File: src/rtl/ctrl_pkg.sv
// Shared definitions for the control-store loader: default widths,
// the frame header byte and the loader state encoding.
package ctrl_pkg;

    localparam int          CS_W_I_DEF = 9;
    localparam int          CS_W_C_DEF = 26;
    localparam logic [7:0]  CS_HDR     = 8'hA5;

    typedef enum logic [2:0] {
        LD_IDLE    = 3'd0,
        LD_ADDR_HI = 3'd1,
        LD_ADDR_LO = 3'd2,
        LD_COUNT   = 3'd3,
        LD_DATA    = 3'd4,
        LD_WRITE   = 3'd5,
        LD_CHECK   = 3'd6
    } ld_state_e;

endpackage

File: src/rtl/cs_word_pack.sv
// Byte-to-word assembler: collects four little-endian bytes into one
// microinstruction. The word register holds its value until the next byte
// arrives, so the assembled word stays stable while the store write is pending.
module cs_word_pack #(
    parameter int W_C = 26
) (
    input  logic           clk,
    input  logic           rstn,
    input  logic           clr,
    input  logic           byte_vld,
    input  logic [7:0]     byte_in,
    output logic [W_C-1:0] word,
    output logic           last
);

    logic [1:0]  idx_q, idx_d;
    logic [31:0] word_q, word_d;

    // Place the incoming byte at the current lane and advance the lane index.
    always_comb begin
        idx_d  = idx_q;
        word_d = word_q;
        if (clr) begin
            idx_d = 2'd0;
        end else if (byte_vld) begin
            word_d[{idx_q, 3'b000} +: 8] = byte_in;
            idx_d = idx_q + 2'd1;
        end
    end

    // Lane index and word storage.
    always_ff @(posedge clk or negedge rstn) begin
        if (!rstn) begin
            idx_q  <= 2'd0;
            word_q <= 32'd0;
        end else begin
            idx_q  <= idx_d;
            word_q <= word_d;
        end
    end

    assign word = word_q[W_C-1:0];
    assign last = byte_vld && !clr && (idx_q == 2'd3);

endmodule

File: src/rtl/ctrl_store_loader.sv
// Control-store loader: parses framed byte stream
// (A5, ADDR_HI, ADDR_LO, COUNT, COUNT x 4 data bytes, CHK) and issues one
// store write per assembled word, then reports the XOR checksum result.
module ctrl_store_loader
    import ctrl_pkg::*;
#(
    parameter int W_I = CS_W_I_DEF,
    parameter int W_C = CS_W_C_DEF
) (
    input  logic           clk,
    input  logic           rstn,
    input  logic [7:0]     in_data,
    input  logic           in_valid,
    output logic           in_ready,
    output logic           wr_en,
    output logic [W_I-1:0] wr_addr,
    output logic [W_C-1:0] wr_data,
    input  logic           wr_ready,
    output logic           busy,
    output logic           done,
    output logic           err
);

    ld_state_e      state_q, state_d;
    logic [W_I-1:0] addr_q, addr_d;
    logic [8:0]     cnt_q, cnt_d;      // remaining words; 256 needs the 9th bit
    logic [7:0]     chk_q, chk_d;
    logic           done_q, done_d;
    logic           err_q, err_d;

    logic           acc;
    logic           pack_clr;
    logic           pack_vld;
    logic           pack_last;
    logic [W_C-1:0] pack_word;

    assign acc      = in_valid && in_ready;
    assign pack_clr = (state_q == LD_IDLE);
    assign pack_vld = acc && (state_q == LD_DATA);

    cs_word_pack #(
        .W_C (W_C)
    ) u_pack (
        .clk      (clk),
        .rstn     (rstn),
        .clr      (pack_clr),
        .byte_vld (pack_vld),
        .byte_in  (in_data),
        .word     (pack_word),
        .last     (pack_last)
    );

    // Next-state, address/count/checksum bookkeeping and result pulses.
    always_comb begin
        state_d = state_q;
        addr_d  = addr_q;
        cnt_d   = cnt_q;
        chk_d   = chk_q;
        done_d  = 1'b0;
        err_d   = 1'b0;
        unique case (state_q)
            LD_IDLE: begin
                if (acc && in_data == CS_HDR) begin
                    state_d = LD_ADDR_HI;
                    chk_d   = 8'd0;
                end
            end
            LD_ADDR_HI: begin
                if (acc) begin
                    addr_d[W_I-1:8] = in_data[W_I-9:0];
                    chk_d           = chk_q ^ in_data;
                    state_d         = LD_ADDR_LO;
                end
            end
            LD_ADDR_LO: begin
                if (acc) begin
                    addr_d[7:0] = in_data;
                    chk_d       = chk_q ^ in_data;
                    state_d     = LD_COUNT;
                end
            end
            LD_COUNT: begin
                if (acc) begin
                    cnt_d   = (in_data == 8'd0) ? 9'd256 : {1'b0, in_data};
                    chk_d   = chk_q ^ in_data;
                    state_d = LD_DATA;
                end
            end
            LD_DATA: begin
                if (acc) begin
                    chk_d = chk_q ^ in_data;
                    if (pack_last) begin
                        state_d = LD_WRITE;
                    end
                end
            end
            LD_WRITE: begin
                if (wr_ready) begin
                    addr_d  = addr_q + {{(W_I-1){1'b0}}, 1'b1};
                    cnt_d   = cnt_q - 9'd1;
                    state_d = (cnt_q == 9'd1) ? LD_CHECK : LD_DATA;
                end
            end
            LD_CHECK: begin
                if (acc) begin
                    done_d  = (in_data == chk_q);
                    err_d   = (in_data != chk_q);
                    state_d = LD_IDLE;
                end
            end
            default: begin
                state_d = LD_IDLE;
            end
        endcase
    end

    // State and datapath registers; reset abandons any frame in flight.
    always_ff @(posedge clk or negedge rstn) begin
        if (!rstn) begin
            state_q <= LD_IDLE;
            addr_q  <= '0;
            cnt_q   <= 9'd0;
            chk_q   <= 8'd0;
            done_q  <= 1'b0;
            err_q   <= 1'b0;
        end else begin
            state_q <= state_d;
            addr_q  <= addr_d;
            cnt_q   <= cnt_d;
            chk_q   <= chk_d;
            done_q  <= done_d;
            err_q   <= err_d;
        end
    end

    assign in_ready = (state_q != LD_WRITE);
    assign busy     = (state_q != LD_IDLE);
    assign wr_en    = (state_q == LD_WRITE);
    assign wr_addr  = addr_q;
    assign wr_data  = pack_word;
    assign done     = done_q;
    assign err      = err_q;

endmodule

File: config.mk
export PLATFORM = sky130hd
export DESIGN_NAME = ctrl_store_loader
export DESIGN_NICKNAME = d
export VERILOG_FILES = /design/src/rtl/ctrl_pkg.sv /design/src/rtl/cs_word_pack.sv /design/src/rtl/ctrl_store_loader.sv
export SDC_FILE = /design/constraint.sdc
export NUM_CORES = 1
export LEC_CHECK = 0
export ABC_AREA = 0
export CAP_MARGIN = 10
export CORE_MARGIN = 2
export CORE_UTILIZATION = 25
export CTS_CLUSTER_SIZE = 12
export DETAILED_ROUTE_END_ITERATION = 7
export PLACE_DENSITY_LB_ADDON = 0.3
export SLEW_MARGIN = 20
export SYNTH_ARGS = -nofsm -noshare
export SYNTH_HDL_FRONTEND = slang
export SYNTH_SLANG_ARGS = --single-unit
File: constraint.sdc
create_clock -name clk -period 4 [get_ports clk]
set_clock_uncertainty 0.05 [all_clocks]
set_input_delay 0.4 -clock clk [delete_from_list [all_inputs] [get_ports clk]]
set_output_delay 0.4 -clock clk [all_outputs]
set_load 0.01 [all_outputs]
==> flow_summary.ini <==
[yosys]
syn_area_um2 = 3170
syn-num-nets = 371
synth_top_cell_by_area = dfrtp_1
synth-main-ff-cell = dfrtp_1
synthArstFlopShare = 1.00
synthDistinctLibCells = 44
synthTopCellsByArea = dfrtp_1 47%, nand2_1 7.1%, o21ai_0 6.8%
synth_seq_area_share = 0.466
yosys_warnings = 0
synth_area_per_cell_um2 = 9.03
netlist.area_leader.share = 0.466
synth_edf_count = 0
ys_ff_latch = 59
synthCells = 351

[worst_setup_path]
worst-setup-path-type = register to primary output
r2r_slack_ps = 1830
slowest_delay_ps = 670
crit_cells = 4
cp-end-kind = primary output
worstSetupStartpointType = register
reg2reg_depth = 6
cp.required_ps = 3550
r2r-end = cnt_q[1]
crit_buf_inv = 3
cp_max_fo = 24
cp_top_family = buffers and inverters
crit_slowest_cell = clkdlybuf4s50_1
crit_end = in_ready
setup.worst_path.start = state_q[1]
crit_arrival_ps = 2510
r2r_start = state_q[2]
crit_path_cell_trace = and3b_1, buf_4, inv_1, clkdlybuf4s50_1

[placement]
place_area_um2 = 3830
dp_cells = 556
dp_hpwl_um = 5740
numPortBuffers = 51
routabilityCongestion = 0.817

[floorplanning]
start_util = 0.253
die-area_um2 = 13600
fp.dieW_um = 117
std_cell_rows = 41
die_y_um = 117
io_pins = 52
coreArea_um2 = 12500

[clocking]
clock_tree.buffer_depth = 2
numCtsBuffers = 9
clk_pin_slew_ps = 50
cts_root_buf = clkbuf_16
clock_latency_ps = 330
cts_max_level = 3
cts.sinks = 59
cts-resized-gates = 0
postCtsSetupBuffers = 0
postCtsHoldBufs = 0
cts_tree = built

[power]
swShare = 0.367
intPower_uw = 1720
power_density_nw_per_um2 = 657
p_sw_uw = 997
ir_worst_vdd_mv = 0.287
p_leak_uw = 0.00165
clockPowerShare = 0.287
seq_power_share = 0.368
fin_total_pwr_uw = 2720
pwr-share-comb = 0.345

[routing]
dr.pass1.iters = 4
drtIter0Drc = 147
via_per_inst = 4.85
num_vias = 2774
routed_wl_um = 8380
ant_nets = 0
route.detailed.drc = 0
wl_per_cell_um = 14.7

[global_routing]
grt_pass1_wl_um = 13400
grt_use_met1 = 0.170
grt_antenna_before_repair = 0
grt.total_usage = 0.128
grt_use_met3 = 0.0431
grt_overflow = 0
grt_max_degree = 60
grt_pass1_vias = 2613
busiest_layer = met2
grt_use_met2 = 0.196

[job]
cap_violations = 0

[timing]
finalHoldViolCount = 0
drv_slew = 0
relSlewSlack = 0.490
holdWs_ps = 159
fmax_mhz = 338
period_needed_ps = 2960
tns_ps = 0
setup_viol = 0
rsz0062_at_grt = false
worstMarginPinSlew_ps = 764
period_share = 0.739

[run_status]
outcome = completed

[final_layout]
drive_gt1_frac = 0.0750
layout_commonest_cell = nand2_1
layout.cells.non_filler = 572
fin_nets = 415
layout_common_cells = 60 x nand2_1, 59 x dfrtp_1, 50 x clkdlybuf4s50_1, 43 x o21ai_0, 24 x nor2_1
syn_to_final_growth_pct = 30.5
fin_area_um2 = 4140
diodes = 0

[worst_hold_path]
hold_path.class = input pin to asynchronous set/reset pin
metrics by stage:
stage	setup slack, ps	util
after floorplan	2120	-
after CTS	1070	0.330
after global placement	1430	0.306
final	1040	0.330
after detailed placement	1350	0.306
after global routing	947	0.330
kinds of logic after synthesis:
kind of cell	count (synthesis)	synth area share
AO/OA/AOI/OAI	98	0.199
XOR/XNOR	8	0.0221
adder cells (fa/ha/maj)	8	0.0316
buffers and inverters	29	0.0359
flip-flops	59	0.466
multiplexers	4	0.0134
AND/OR/NAND/NOR	145	0.232
worst min-delay path by stage:
stage,to,cells past startpoint,slack (ps)
2_1_floorplan,chk_q[0],0,50
3_3_place_gp,u_pack.word_q[12],2,410
3_5_place_dp,u_pack.word_q[7],2,420
4_1_cts,u_pack.word_q[4],2,210
5_1_grt,u_pack.word_q[8],2,250
6_report,u_pack.word_q[9],2,160
synth_stat cells, drive strengths merged (2+ instances only):
library cell  number
and3               2
mux2i              2
o2bb2ai            2
clkbuf            15
nor3b             12
mux2               2
nand2             60
nand2b             5
and3b              3
o22a               6
a221o              8
nand4              3
o21a               3
nor2              24
nor3               4
nor2b             11
o21ai             44
buf                6
nand3              6
inv                8
a22o               2
ha                 8
a31oi              5
a21oi             13
a22oi              3
or4                4
nor4               5
dfrtp             59
o31ai              6
xor2               8
and2               4
routing by layer:
layer,wire length [µm],share of wire
met3,472,0.056
met4,93,0.011
met1,4120,0.49
met2,3690,0.44
met5,0,0
final cells by class:
type / count / area [µm²]
clock buffer: 9 / 225
tap: 172 / 215
inverter: 8 / 30.0
multi-input combinational: 263 / 1580
sequential: 59 / 1480
fill: 1330 / 8380
timing repair buffer: 54 / 528
clock inverter: 7 / 77.6
worst register-to-register path: cells and delay by family, from the launching register on:
family,cells,cell delay [ps]
multiplexers,1,290
flip-flops,1,560
AO/OA/AOI/OAI,1,110
AND/OR/NAND/NOR,2,460
buffers and inverters,2,590
registers in the layout, summed over array words and instances (netlist names):
signal         flops
u_pack.idx_q       2
cnt_q              9
wr_addr            9
u_pack.word_q     26
state_q            3
err                1
done               1
chk_q              8
power by group through the flow:
stage	registers, µW	logic (µW)	clock network [µW]
6_report	1000	938	781
5_1_grt	1030	1050	828
4_1_cts	996	945	804
3_5_place_dp	1000	938	0
3_3_place_gp	1000	927	0
2_1_floorplan	970	591	0
(Power assumes the default switching activity.)
